## config.mk

```make
export PLATFORM = sky130hd
export DESIGN_NAME = water_level_encoder_flat
export DESIGN_NICKNAME = d
export VERILOG_FILES = /design/src/rtl/water_pkg.sv /design/src/rtl/water_level_encoder_if.sv /design/src/rtl/sample_tick.sv /design/src/rtl/water_level_encoder.sv /design/src/flat_wrapper.sv
export SDC_FILE = /design/constraint.sdc
export NUM_CORES = 1
export LEC_CHECK = 0
export BUFFER_PORTS_ARGS = -buffer_cell sky130_fd_sc_hd__buf_2
export CORE_MARGIN = 4
export CORE_UTILIZATION = 41
export CTS_BUF_LIST = sky130_fd_sc_hd__clkbuf_4 sky130_fd_sc_hd__clkbuf_8 sky130_fd_sc_hd__clkbuf_16
export DETAILED_ROUTE_END_ITERATION = 6
export HOLD_SLACK_MARGIN = 0.15
export PLACE_DENSITY = 0.66
export SYNTH_ARGS = -nofsm -noshare
export SYNTH_HDL_FRONTEND = slang
export SYNTH_SLANG_ARGS = --single-unit
```

## constraint.sdc

```tcl
create_clock -name clk -period 2.9 [get_ports clk]
set_input_delay 0.145 -clock clk [delete_from_list [all_inputs] [get_ports clk]]
set_output_delay 0.145 -clock clk [all_outputs]
set_load 0.1 [all_outputs]
```

## src/rtl/water_pkg.sv

```systemverilog
// water_pkg: shared widths, fault code, FSM encodings and the thermometer-code decoder
// for the water level encoder.
package water_pkg;
    localparam int LEVEL_W = 3;
    localparam int PROBE_N = 6;
    localparam logic [LEVEL_W-1:0] LEVEL_MAX = 3'd6;
    localparam logic [LEVEL_W-1:0] STATE_FAULT = 3'd7;

    typedef enum logic {S_TRACK, S_FAULT} fsm_t;

    typedef struct packed {
        logic               valid;
        logic [LEVEL_W-1:0] level;
    } dec_t;

    // A thermometer code 2^k-1 has no set bit above a clear bit, so p & (p+1) is zero.
    function automatic dec_t decode(input logic [PROBE_N-1:0] p);
        decode.valid = (p & (p + PROBE_N'(1))) == '0;
        decode.level = LEVEL_W'($countones(p));
    endfunction
endpackage

```

## src/rtl/water_level_encoder_if.sv

```systemverilog
// water_level_encoder_if: probe inputs and level outputs between the encoder (master)
// and its environment (slave).
interface water_level_encoder_if;
    import water_pkg::*;
    logic [PROBE_N-1:0] sensor;
    logic [LEVEL_W-1:0] state;
    logic               state_valid;
    logic               fault;

    modport master (input sensor, output state, state_valid, fault);
    modport slave  (output sensor, input state, state_valid, fault);
endinterface

```

## src/rtl/sample_tick.sv

```systemverilog
// sample_tick: one-cycle pulse every DIV clk cycles, first pulse DIV cycles after reset.
module sample_tick #(
    parameter int DIV = 1000
) (
    input  logic clk,
    input  logic rst,
    output logic tick
);
    logic [15:0] r_cnt;

    assign tick = r_cnt == 16'(DIV - 1);

    always_ff @(posedge clk) begin
        if (rst) r_cnt <= '0;
        else     r_cnt <= tick ? '0 : r_cnt + 16'd1;
    end
endmodule

```

## src/rtl/water_level_encoder.sv

```systemverilog
// water_level_encoder: synchronises, debounces and decodes six thermometer-coded probes
// into a 0..6 level or fault code 7; LEVEL_SLEW_EN makes the level walk one step per tick.
module water_level_encoder
    import water_pkg::*;
#(
    parameter int SAMPLE_DIV = 1000,
    parameter int STABLE_CNT = 4
) (
    input logic                  clk,
    input logic                  rst,
    water_level_encoder_if.master bus
);
    localparam logic [3:0] STABLE_MAX = 4'(STABLE_CNT);

    logic               w_tick, w_same, w_commit;
    logic [PROBE_N-1:0] r_sync1, r_sync2, r_cand, r_committed;
    logic [3:0]         r_stable, w_stable_nx;
    dec_t               w_dec;
    fsm_t               r_fsm, w_fsm_nx;
    logic [LEVEL_W-1:0] r_state, w_state_nx, r_target, w_target_nx;
    logic               r_valid;

    sample_tick #(.DIV(SAMPLE_DIV)) u_tick (.clk(clk), .rst(rst), .tick(w_tick));

    assign w_same      = r_sync2 == r_cand;
    assign w_stable_nx = !w_same ? 4'd1 : (r_stable == STABLE_MAX) ? r_stable : r_stable + 4'd1;
    assign w_commit    = w_tick && w_stable_nx == STABLE_MAX && r_sync2 != r_committed;
    assign w_dec       = decode(r_sync2);

    always_comb begin
        w_fsm_nx    = r_fsm;
        w_state_nx  = r_state;
        w_target_nx = (w_commit && w_dec.valid) ? w_dec.level : r_target;
        case (r_fsm)
            S_TRACK: begin
                if (w_commit && !w_dec.valid) begin
                    w_fsm_nx   = S_FAULT;
                    w_state_nx = STATE_FAULT;
                end
`ifdef LEVEL_SLEW_EN
                else if (w_tick && r_state != w_target_nx)
                    w_state_nx = (r_state < w_target_nx) ? r_state + 3'd1 : r_state - 3'd1;
`else
                else if (w_commit)
                    w_state_nx = w_dec.level;
`endif
            end
            S_FAULT: begin
                if (w_commit && w_dec.valid) begin
                    w_fsm_nx   = S_TRACK;
                    w_state_nx = w_dec.level;
                end
            end
            default: w_fsm_nx = S_TRACK;
        endcase
    end

    always_ff @(posedge clk) begin
        if (rst) begin
            r_sync1     <= '0;
            r_sync2     <= '0;
            r_cand      <= '0;
            r_stable    <= '0;
            r_committed <= '0;
            r_fsm       <= S_TRACK;
            r_state     <= '0;
            r_target    <= '0;
            r_valid     <= 1'b0;
        end else begin
            r_sync1     <= bus.sensor;
            r_sync2     <= r_sync1;
            if (w_tick) begin
                r_cand   <= r_sync2;
                r_stable <= w_stable_nx;
            end
            if (w_commit) r_committed <= r_sync2;
            r_fsm       <= w_fsm_nx;
            r_state     <= w_state_nx;
            r_target    <= w_target_nx;
            r_valid     <= w_state_nx != r_state;
        end
    end

    assign bus.state       = r_state;
    assign bus.state_valid = r_valid;
    assign bus.fault       = r_fsm == S_FAULT;
endmodule

```

## src/flat_wrapper.sv

```systemverilog
// flat-port wrapper written by rule: the top's interface ports become plain ports
module water_level_encoder_flat import water_pkg::*;
#(
    parameter int SAMPLE_DIV = 1000,
    parameter int STABLE_CNT = 4
)
  (clk, rst, bus_sensor, bus_state, bus_state_valid, bus_fault);
  water_level_encoder_if bus_i ();
  input logic clk;
  input logic rst;
  input wire logic [$bits(bus_i.sensor)-1:0] bus_sensor;
  output wire logic [$bits(bus_i.state)-1:0] bus_state;
  output wire logic [$bits(bus_i.state_valid)-1:0] bus_state_valid;
  output wire logic [$bits(bus_i.fault)-1:0] bus_fault;
  assign bus_i.sensor = bus_sensor;
  assign bus_state = bus_i.state;
  assign bus_state_valid = bus_i.state_valid;
  assign bus_fault = bus_i.fault;
  water_level_encoder #(.SAMPLE_DIV(SAMPLE_DIV), .STABLE_CNT(STABLE_CNT)) u_core (.clk(clk), .rst(rst), .bus(bus_i));
endmodule
```

==> out/qor.csv <==
stage,metric,value,unit
layout,final_nets,309,
timing,slew_headroom,54.2,%
clocking,clock_latency,300,ps
timing,period_minus_slack,2450,ps
detailed_routing,ant_nets,0,
yosys,yosysSeqAreaShare,41.9,%
placement,place_congestion,0.797,
timing,worstMarginPinSlew,679,ps
yosys,yosysMostFrequentCell,dfxtp_1,
clocking,path_clk_slew,90,ps
yosys,async_flop_share,0,%
critical_path,worst_path_max_delay_cell,or4_4,
worst_hold_path,min_from,rst,
critical_path,reg2reg_slack,450,ps
detailed_routing,route.detailed.drc,0,
critical_path,path_buf_inv,0,
yosys,synth_simple_gate_area_share,25.4,%
clocking,cts_tree,built,
yosys,yosys-mux-area-fraction,0,%
floorplan,die_h,83.6,um
worst_hold_path,hp-class,in2reg,
timing,fmax,408,MHz
pwr,leakage,1.04,nW
floorplan,initial_core_util,42.5,%
detailed_routing,wl_per_cell,12.5,um
outcome,status,finished clean,
detailed_routing,drtIter0Drc,109,
yosys,synth_commonest_cells,"dfxtp_1, nand2_1, a21oi_1, nor2_1",
yosys,syn_nets,286,
global_route,grt_pass1_wl,8070,um
critical_path,critPathKind,reg2reg,
clocking,cts-root-buf,clkbuf_8,
yosys,synthDistinctLibCells,39,
timing,fin_tns_setup,0,ps
critical_path,path_cells,ha_1 > or4b_1 > or4_4 > nor3_2 > o211ai_1 > a221oi_1,
clocking,cts_num_sinks,49,
clocking,clockBufferDepth,2,
yosys,ys_ff_latch,49,
clocking,htree_levels,2,
yosys,synth_top_cell_area_share,41.9,%
timing,skew,3.60,ps
critical_path,critPathMaxFanout,12,
detailed_routing,drt-total-wl,4570,um
critical_path,start_kind,flip-flop,
yosys,synth_xor_area_share,10.8,%
layout,drive_gt1_share,11.3,%
critical_path,critical-path-top-delay-family,simple AND/OR/NAND/NOR gates,
floorplan,rows,27,
yosys,yosysTopAreaCell,dfxtp_1,
floorplan,dieWidth,83.6,um
pwr,ir_drop,0.000329,V
detailed_routing,dr_total_vias,1834,
global_route,grt_max_degree,36,
global_route,antenna_found_initial,0,
critical_path,startpoint,u_core.u_tick.r_cnt[0],
yosys,yosys-top-cells-area,"dfxtp_1, xnor2_1, xor2_1, a21oi_1, nand2_1",
clocking,cts_buffers,5,
timing,setup_viol,0,
global_route,grt_pass1_vias,1787,
yosys,synthFlopType,dfxtp_1,
critical_path,endpoint_kind,flip-flop,
timing,rsz0062_at_grt,false,
detailed_routing,dr.pass1.iters,4,
timing,final-hold-violation-count,0,
floorplan,design.die.area,6980,sq um
yosys,synth_compound_area_share,11.9,%
critical_path,cp_slowest_stage_delay,630,ps
placement,portBuffers,12,
pwr,power_density,475,nW/um^2
critical_path,cp.arrival,2660,ps
yosys,syn_area,2340,sq um
timing,fin_crit_sh,84.6,%
critical_path,reg2reg_from,u_core.u_tick.r_cnt[0],
timing,holdWs,329,ps
yosys,synth_top_family_by_area,simple AND/OR/NAND/NOR gates,
layout,fill_cells,525,
layout,antenna_cells,0,
yosys,synth-edff-count,0,
global_route,overflow,0,
floorplan,coreArea,5510,sq um
pwr,p_total,1.28,mW
yosys,synth_fa_ha_area_share,5.99,%
yosys,yosys_warnings,0,
job,maxCapViolCount,0,
timing,slew_viol_final,0,
global_route,grt_use_total,13.8,%
layout,area_growth,15.0,%
floorplan,io_pins,13,
yosys,avgSynthCellArea,8.74,sq um
placement,dp.final_hpwl,3340,um
yosys,syn-instance-count,268,
critical_path,worstPathRequired,3110,ps
detailed_routing,avgViaCountPerCell,5.04,
==> where the power goes <==
| group | internal, mW | switching, mW |
|---|---|---|
| clock network | 0.263 | 0.237 |
| logic | 0.0410 | 0.0475 |
| registers | 0.684 | 0.00733 |
| total | 0.988 | 0.292 |
==> layout by cell type, fill, tap and decap left out, types with 10 or more instances in the layout <==
cell,instances
nor2b_1,16
o21ai_0,10
xnor2_1,15
xor2_1,14
nor2_1,21
a21oi_1,21
inv_1,13
dfxtp_1,49
nand2_1,27
nand3_1,16
buf_2,12
==> worst reg2reg max path: cells and delay by family (launching register included) <==
kind            cells  cell delay [ps]
simple gates        3             1310
compound gates      2              470
flops               1              370
fa+ha+maj           1              220
==> sequential cells by signal, summed over array words and instances, names as in the netlist, named ones only <==
signal                  cells
u_core.r_cand               6
u_core.bus.state            3
u_core.u_tick.r_cnt        16
u_core.bus.state_valid      1
u_core.r_stable             4
u_core.r_sync2              6
u_core.r_committed          6
u_core.r_sync1              6
==> worst paths after layout <==
path | endpoint | cells after the start
hold reg to reg | u_core.r_sync2[5] | 1
setup reg to reg | u_core.bus.state[1] | 6
setup / recovery | u_core.bus.state[1] | 6
hold / removal | u_core.u_tick.r_cnt[2] | 3
==> through the flow <==
step	util (%)	setup slack, ps	instance area [sq um]	std cells
global route	48.9	239	2690	364
global placement	45.7	514	2510	350
detailed placement	45.7	466	2510	350
CTS	48.9	439	2690	364
finish	48.9	447	2690	364
floorplan	-	636	2340	268
==> area by class of cell <==
cell class	instances	area [sq um]	area share (%)
clock buffer	5	68.8	2.56
clock inverter	3	47.5	1.77
inverter	13	48.8	1.81
multi-input combinational	195	1270	47.1
sequential	49	981	36.4
tap	72	90.1	3.35
timing repair buffer	27	188	6.97
==> what timing repair did <==
item	4_1_cts	5_1_grt
hold endpoints to repair	6	0
hold buffers	6	0
buffers inserted	0	0
resized for setup	0	0
==> per-layer routing <==
layer,share of wire (%),GRT usage [%]
met4,1.2,5.26
met1,50,18.5
met3,3.3,2.67
met5,0,0
met2,46,22.0
==> cell families (layout without fill, tap and decap cells) <==
family	count (synthesis)	count (layout)
adders and majority gates	10	10
and+or+nand+nor	113	113
buffers and inverters	24	48
AOI/OAI and AO/OA	43	43
DFF	49	49
xor gates and xnor gates	29	29
Power figures use the tool's default switching activity.
